==> config.mk <==
export PLATFORM = sky130hd
export DESIGN_NAME = fp_add_sub_issue_ctrl
export DESIGN_NICKNAME = d
export VERILOG_FILES = /design/src/rtl/fp_add_sub_issue_ctrl_pkg.sv /design/src/rtl/fp_add_sub_issue_ctrl_tag_pipe.sv /design/src/rtl/fp_add_sub_issue_ctrl.sv
export SDC_FILE = /design/constraint.sdc
export NUM_CORES = 1
export LEC_CHECK = 0
export ABC_AREA = 1
export CORE_MARGIN = 4
export CORE_UTILIZATION = 29
export DETAILED_ROUTE_END_ITERATION = 12
export PLACE_DENSITY = 0.81
export SLEW_MARGIN = 10
export SYNTH_ARGS = -nofsm -noshare
export SYNTH_HDL_FRONTEND = slang
export SYNTH_SLANG_ARGS = --single-unit
==> constraint.sdc <==
create_clock -name clk_i -period 2.11 [get_ports clk_i]
set_clock_uncertainty 0.1 [all_clocks]
set_input_delay 0.633 -clock clk_i [delete_from_list [all_inputs] [get_ports clk_i]]
set_output_delay 0.633 -clock clk_i [all_outputs]
set_load 0.005 [all_outputs]
==> src/rtl/fp_add_sub_issue_ctrl_pkg.sv <==
// Shared types and constants for the FP add/sub issue/writeback controller.
// Holds the float container, the FU occupancy state and the funct7 operation codes.
package fp_add_sub_issue_ctrl_pkg;

    typedef logic [31:0] float_t;

    typedef enum logic {
        FREE = 1'b0,
        BUSY = 1'b1
    } fu_state_e;

    // RV32F funct7 codes; only FADD/FSUB are legal for this unit.
    typedef enum logic [6:0] {
        FADD = 7'b0000000,
        FSUB = 7'b0000100,
        FMUL = 7'b0001000,
        FDIV = 7'b0001100
    } float_funct7_e;

    localparam int unsigned FP_ADD_LATENCY   = 4;
    localparam float_t      FP_CANONICAL_NAN = 32'h7FC00000;

    function automatic logic is_add_sub(float_funct7_e funct7);
        return (funct7 == FADD) || (funct7 == FSUB);
    endfunction

endpackage

==> src/rtl/fp_add_sub_issue_ctrl_tag_pipe.sv <==
// LATENCY-deep shift register of {valid, tag, bad_op} that tracks the adder pipeline.
// Freezes with the adder when en_i is low; clr_i drops every valid bit.
module fp_tag_pipe #(
    parameter int unsigned LATENCY = 4,
    parameter int unsigned TAG_W   = 5
) (
    input  logic             clk_i,
    input  logic             rst_n_i,
    input  logic             en_i,
    input  logic             clr_i,
    input  logic             in_valid_i,
    input  logic [TAG_W-1:0] in_tag_i,
    input  logic             in_bad_i,
    output logic             out_valid_o,
    output logic [TAG_W-1:0] out_tag_o,
    output logic             out_bad_o
);

    logic [LATENCY-1:0] valid_q;
    logic [LATENCY-1:0] bad_q;
    logic [TAG_W-1:0]   tag_q [LATENCY];

    always_ff @(posedge clk_i or negedge rst_n_i) begin
        if (!rst_n_i) begin
            valid_q <= '0;
            bad_q   <= '0;
            for (int i = 0; i < int'(LATENCY); i++) begin
                tag_q[i] <= '0;
            end
        end else if (clr_i) begin
            valid_q <= '0;
        end else if (en_i) begin
            valid_q[0] <= in_valid_i;
            bad_q[0]   <= in_bad_i;
            tag_q[0]   <= in_tag_i;
            for (int i = 1; i < int'(LATENCY); i++) begin
                valid_q[i] <= valid_q[i-1];
                bad_q[i]   <= bad_q[i-1];
                tag_q[i]   <= tag_q[i-1];
            end
        end
    end

    assign out_valid_o = valid_q[LATENCY-1];
    assign out_bad_o   = bad_q[LATENCY-1];
    assign out_tag_o   = tag_q[LATENCY-1];

endmodule

==> src/rtl/fp_add_sub_issue_ctrl.sv <==
// Issue/writeback controller for the fixed-latency FP add/sub unit: handshakes,
// stall-aligned tag tracking, stretched FU reset, occupancy count and flush.
module fp_add_sub_issue_ctrl
    import fp_add_sub_issue_ctrl_pkg::*;
#(
    parameter int unsigned LATENCY  = FP_ADD_LATENCY,
    parameter int unsigned TAG_W    = 5,
    parameter int unsigned RST_HOLD = 2
) (
    input  logic             clk_i,
    input  logic             rst_n_i,
    input  logic             issue_valid_i,
    output logic             issue_ready_o,
    input  float_funct7_e    issue_funct7_i,
    input  float_t           issue_op_a_i,
    input  float_t           issue_op_b_i,
    input  logic [TAG_W-1:0] issue_tag_i,
    input  logic             flush_i,
    output float_t           fu_op_a_o,
    output float_t           fu_op_b_o,
    output float_funct7_e    fu_funct7_o,
    output logic             fu_clk_en_o,
    output logic             fu_rst_n_o,
    input  float_t           fu_result_i,
    input  logic             fu_underflow_i,
    input  logic             fu_overflow_i,
    input  logic             fu_invalid_i,
    output logic             wb_valid_o,
    input  logic             wb_ready_i,
    output logic [TAG_W-1:0] wb_tag_o,
    output float_t           wb_result_o,
    output logic [2:0]       wb_flags_o,
    output fu_state_e        fu_state_o
);

    localparam int unsigned CntW  = $clog2(LATENCY + 1);
    localparam int unsigned HoldW = (RST_HOLD > 0) ? $clog2(RST_HOLD + 1) : 1;

    logic [HoldW-1:0] hold_q;
    logic [CntW-1:0]  count_q, count_d;
    logic             advance;
    logic             accept;
    logic             wb_fire;
    logic             pipe_bad;

    // Counts edges since reset release; FU reset lifts once it saturates.
    always_ff @(posedge clk_i or negedge rst_n_i) begin
        if (!rst_n_i) begin
            hold_q <= '0;
        end else if (hold_q != HoldW'(RST_HOLD)) begin
            hold_q <= hold_q + HoldW'(1);
        end
    end

    assign fu_rst_n_o = (hold_q == HoldW'(RST_HOLD));

    assign advance       = !(wb_valid_o && !wb_ready_i);
    assign fu_clk_en_o   = advance;
    assign issue_ready_o = advance && fu_rst_n_o && !flush_i;
    assign accept        = issue_valid_i && issue_ready_o;
    assign wb_fire       = wb_valid_o && wb_ready_i;

    assign fu_op_a_o   = issue_op_a_i;
    assign fu_op_b_o   = issue_op_b_i;
    assign fu_funct7_o = issue_funct7_i;

    fp_tag_pipe #(
        .LATENCY (LATENCY),
        .TAG_W   (TAG_W)
    ) u_tag_pipe (
        .clk_i       (clk_i),
        .rst_n_i     (rst_n_i),
        .en_i        (advance),
        .clr_i       (flush_i),
        .in_valid_i  (accept),
        .in_tag_i    (issue_tag_i),
        .in_bad_i    (!is_add_sub(issue_funct7_i)),
        .out_valid_o (wb_valid_o),
        .out_tag_o   (wb_tag_o),
        .out_bad_o   (pipe_bad)
    );

    assign wb_result_o = pipe_bad ? FP_CANONICAL_NAN : fu_result_i;

    always_comb begin
        wb_flags_o = 3'b000;
        if (wb_valid_o) begin
            wb_flags_o = pipe_bad ? 3'b100 : {fu_invalid_i, fu_overflow_i, fu_underflow_i};
        end
    end

    always_comb begin
        count_d = count_q;
        if (flush_i) begin
            count_d = '0;
        end else if (accept && !wb_fire) begin
            count_d = count_q + CntW'(1);
        end else if (!accept && wb_fire) begin
            count_d = count_q - CntW'(1);
        end
    end

    always_ff @(posedge clk_i or negedge rst_n_i) begin
        if (!rst_n_i) begin
            count_q <= '0;
        end else begin
            count_q <= count_d;
        end
    end

    assign fu_state_o = (count_q != '0) ? BUSY : FREE;

endmodule
==> results.toml <==
[cts]
cts_root_buf = "clkbuf_8"
clockBufferDepth = 2
cts_hold_buf = 0
cts_sinks = 33
clk_pin_slew_ps = 70
clock_latency_ps = 280
tritoncts = "yes"
h-tree-depth = 2
numCtsBuffers = 5

[synth]
yosysSeqAreaShare = 0.369
synth.most_common_cell = "buf_4"
async_flop_share = 1.00
yosys.area.top_type = "dfrtp_1"
synth_seq_cells = 33
synth.area.top_cells = "dfrtp_1 37%, buf_4 25%, nand2_1 11%, inv_1 6.4%, nor2_1 5.2%"
ys_warn_count = 0
ys_types = 26
synth_area_sq_mm = 0.00224
synth-edff-count = 0
postSynthCellCount = 294
ys.flop_type = "dfrtp_1"
synthDominantCellAreaShare = 0.369
synth_nets = 412
avgSynthCellArea_sq_um = 7.61
synth_common_cells = "76 x buf_4, 67 x nand2_1, 38 x inv_1"

[timing]
whs_ps = 369
tightest_slew_ps = 416
post-route-period-util = 0.997
max_freq_ghz = 0.475
finalHoldViolations = 0
slew_viol_final = 0
min_period_ps = 2100
max_slew_margin = 0.723
setup_viol = 0

[power]
power.switching_uw = 494
power.density_mw_per_mm2 = 633
peakVddDrop_mv = 0.456
swShare = 0.266
internal_power_uw = 1360
power_frac_comb = 0.274
finalPower_uw = 1860
clockPowerShare = 0.332
p_leak_uw = 0.00169
pwr-share-seq = 0.394

[die]
die_w_um = 95.9
coreArea_sq_mm = 0.00737
dieArea_sq_mm = 0.00919
fp.dieH_um = 95.9
io-pin-count = 232
start_util = 0.304
rows = 31

[place]
io_buffers = 101
routabilityCongestion = 0.781
post_dp_cell_area_sq_mm = 0.00287
dp_hpwl_mm = 6.06
dpl.cell_count = 424

[grt]
grt_first_pass_wirelength_mm = 10.3
grt_max_degree = 34
grt_pass1_vias = 1845
grt_overflow = 0
antenna_found_initial = 1
track_usage = 0.148

[layout]
final_nets = 455
final_cells = 437
multi_input_area_sq_um = 691
regArea_sq_um = 826
drive_gt1_frac = 0.272
area_growth_pct = 31.1
fin_area_sq_mm = 0.00294
fillCellCount = 802
n_antenna_cell = 0

[setup_path]
slowest_stage = "or2_2"
crit_path_end_kind = "output port"
worstPathCellList = "dlygate4sd2_1 > or2_2 > clkdlybuf4s15_2"
path_class = "in -> out"
worstPathArrival_ps = 1370
cp-start-kind = "input port"
worst_ep_required_time_ps = 1380
crit_path_max_fanout = 1
slowest_delay_ps = 270

[routing]
drc = 0
vias_per_cell = 4.21
wl_per_cell_um = 16.5
drt-total-wl_mm = 7.20
antenna_left = 0
firstDrtPassIters = 4
dr.first_iter.drc_count = 31
num_vias = 1840

[hold_path]
hold_path.class = "reg -> reg"

[run]
drv_cap = 0

[status]
status = "finished clean"
## critical path, delay by kind of cell
kind,cells,cell delay [ps]
and+or+nand+nor,1,270
buffers and inverters,2,460
## state kept, by name, summed over array words and instances, names as in the netlist
signal and flops:
u_tag_pipe.valid_q 4, u_tag_pipe.tag_q 15, hold_q 2, u_tag_pipe.bad_q 4
u_tag_pipe.out_tag_o 5, count_q 3
## final cells by class
class                   instances  share of cell area
repair buffers                119               0.349
flip-flops and latches         33               0.281
multi-input cells             138               0.235
inverters                      40              0.0512
well taps                      99              0.0422
clock buffers                   6              0.0281
clock inverters                 2              0.0128
## cell usage in the layout, fill, tap and decap left out, types with 2 or more instances in the layout
cell / n
nand2_1: 67
inv_1: 33
dfrtp_1: 33
nor2_1: 29
buf_2: 29
clkdlybuf4s50_1: 28
dlymetal6s2s_1: 19
buf_4: 15
dlygate4sd2_1: 14
o21ai_0: 8
buf_6: 8
inv_2: 7
clkbuf_8: 6
or2_4: 5
clkbuf_2: 5
or2_2: 4
nand3_1: 3
nand4_1: 3
nor2_2: 2
o21ai_1: 2
o22ai_1: 2
## power by group through the flow
| stage | clock [uW] | sequential, uW | combinational (uW) |
|---|---|---|---|
| floorplan | 0 | 737 | 321 |
| global placement | 0 | 739 | 541 |
| detailed placement | 0 | 743 | 549 |
| CTS | 632 | 732 | 501 |
| global route | 663 | 740 | 563 |
| finish | 616 | 732 | 509 |
## stage by stage
stage	setup TNS, ps	worst slack [ps]	utilization
finish	0	6.69	0.398
global route	-0.0210	-0.0210	0.398
CTS	0	3.71	0.387
detailed placement	-21950	-499	0.389
global placement	-21580	-514	0.389
floorplan	0	162	-
## routing by layer
metal / share of wire / global-route usage / vias up
met3: 0.15 / 0.0797 / 13
met1: 0.35 / 0.164 / 810
met4: 0.013 / 0.0462 / 2
li1: - / - / 886
met5: 0.0015 / 0 / -
met2: 0.49 / 0.244 / 129
## final timing paths
kind / startpoint / endpoint / slack (ps) / depth (start not counted)
worst max-delay path: fu_result_i[24] / wb_result_o[24] / 7 / 3
worst min-delay path: u_tag_pipe.tag_q[15] / u_tag_pipe.tag_q[15] / 370 / 2
worst max register to register: hold_q[0] / count_q[2] / 190 / 11
worst min register to register: u_tag_pipe.tag_q[15] / u_tag_pipe.tag_q[15] / 370 / 2
max in group asynchronous: rst_n_i / u_tag_pipe.valid_q[0] / 960 / 2
min in group asynchronous: rst_n_i / u_tag_pipe.out_tag_o[4] / 640 / 2
## logic make-up (layout without fill, tap and decap cells)
family,count (synthesis),count (layout),share of synthesized area
buffers and inverters,123,167,0.336
DFF,33,33,0.369
xor gates and xnor gates,2,2,0.00783
and+or+nand+nor,117,117,0.225
AOI/OAI and AO/OA,17,17,0.0475
adders and majority gates,2,2,0.0145
## timing repair
item | CTS | global route
endpoints found under the setup margin | 46 | 29
pin swaps | 6 | 15
setup buffers | 1 | 4
gates resized for setup | 174 | 36
No activity file was read; power rests on OpenSTA's default activity.
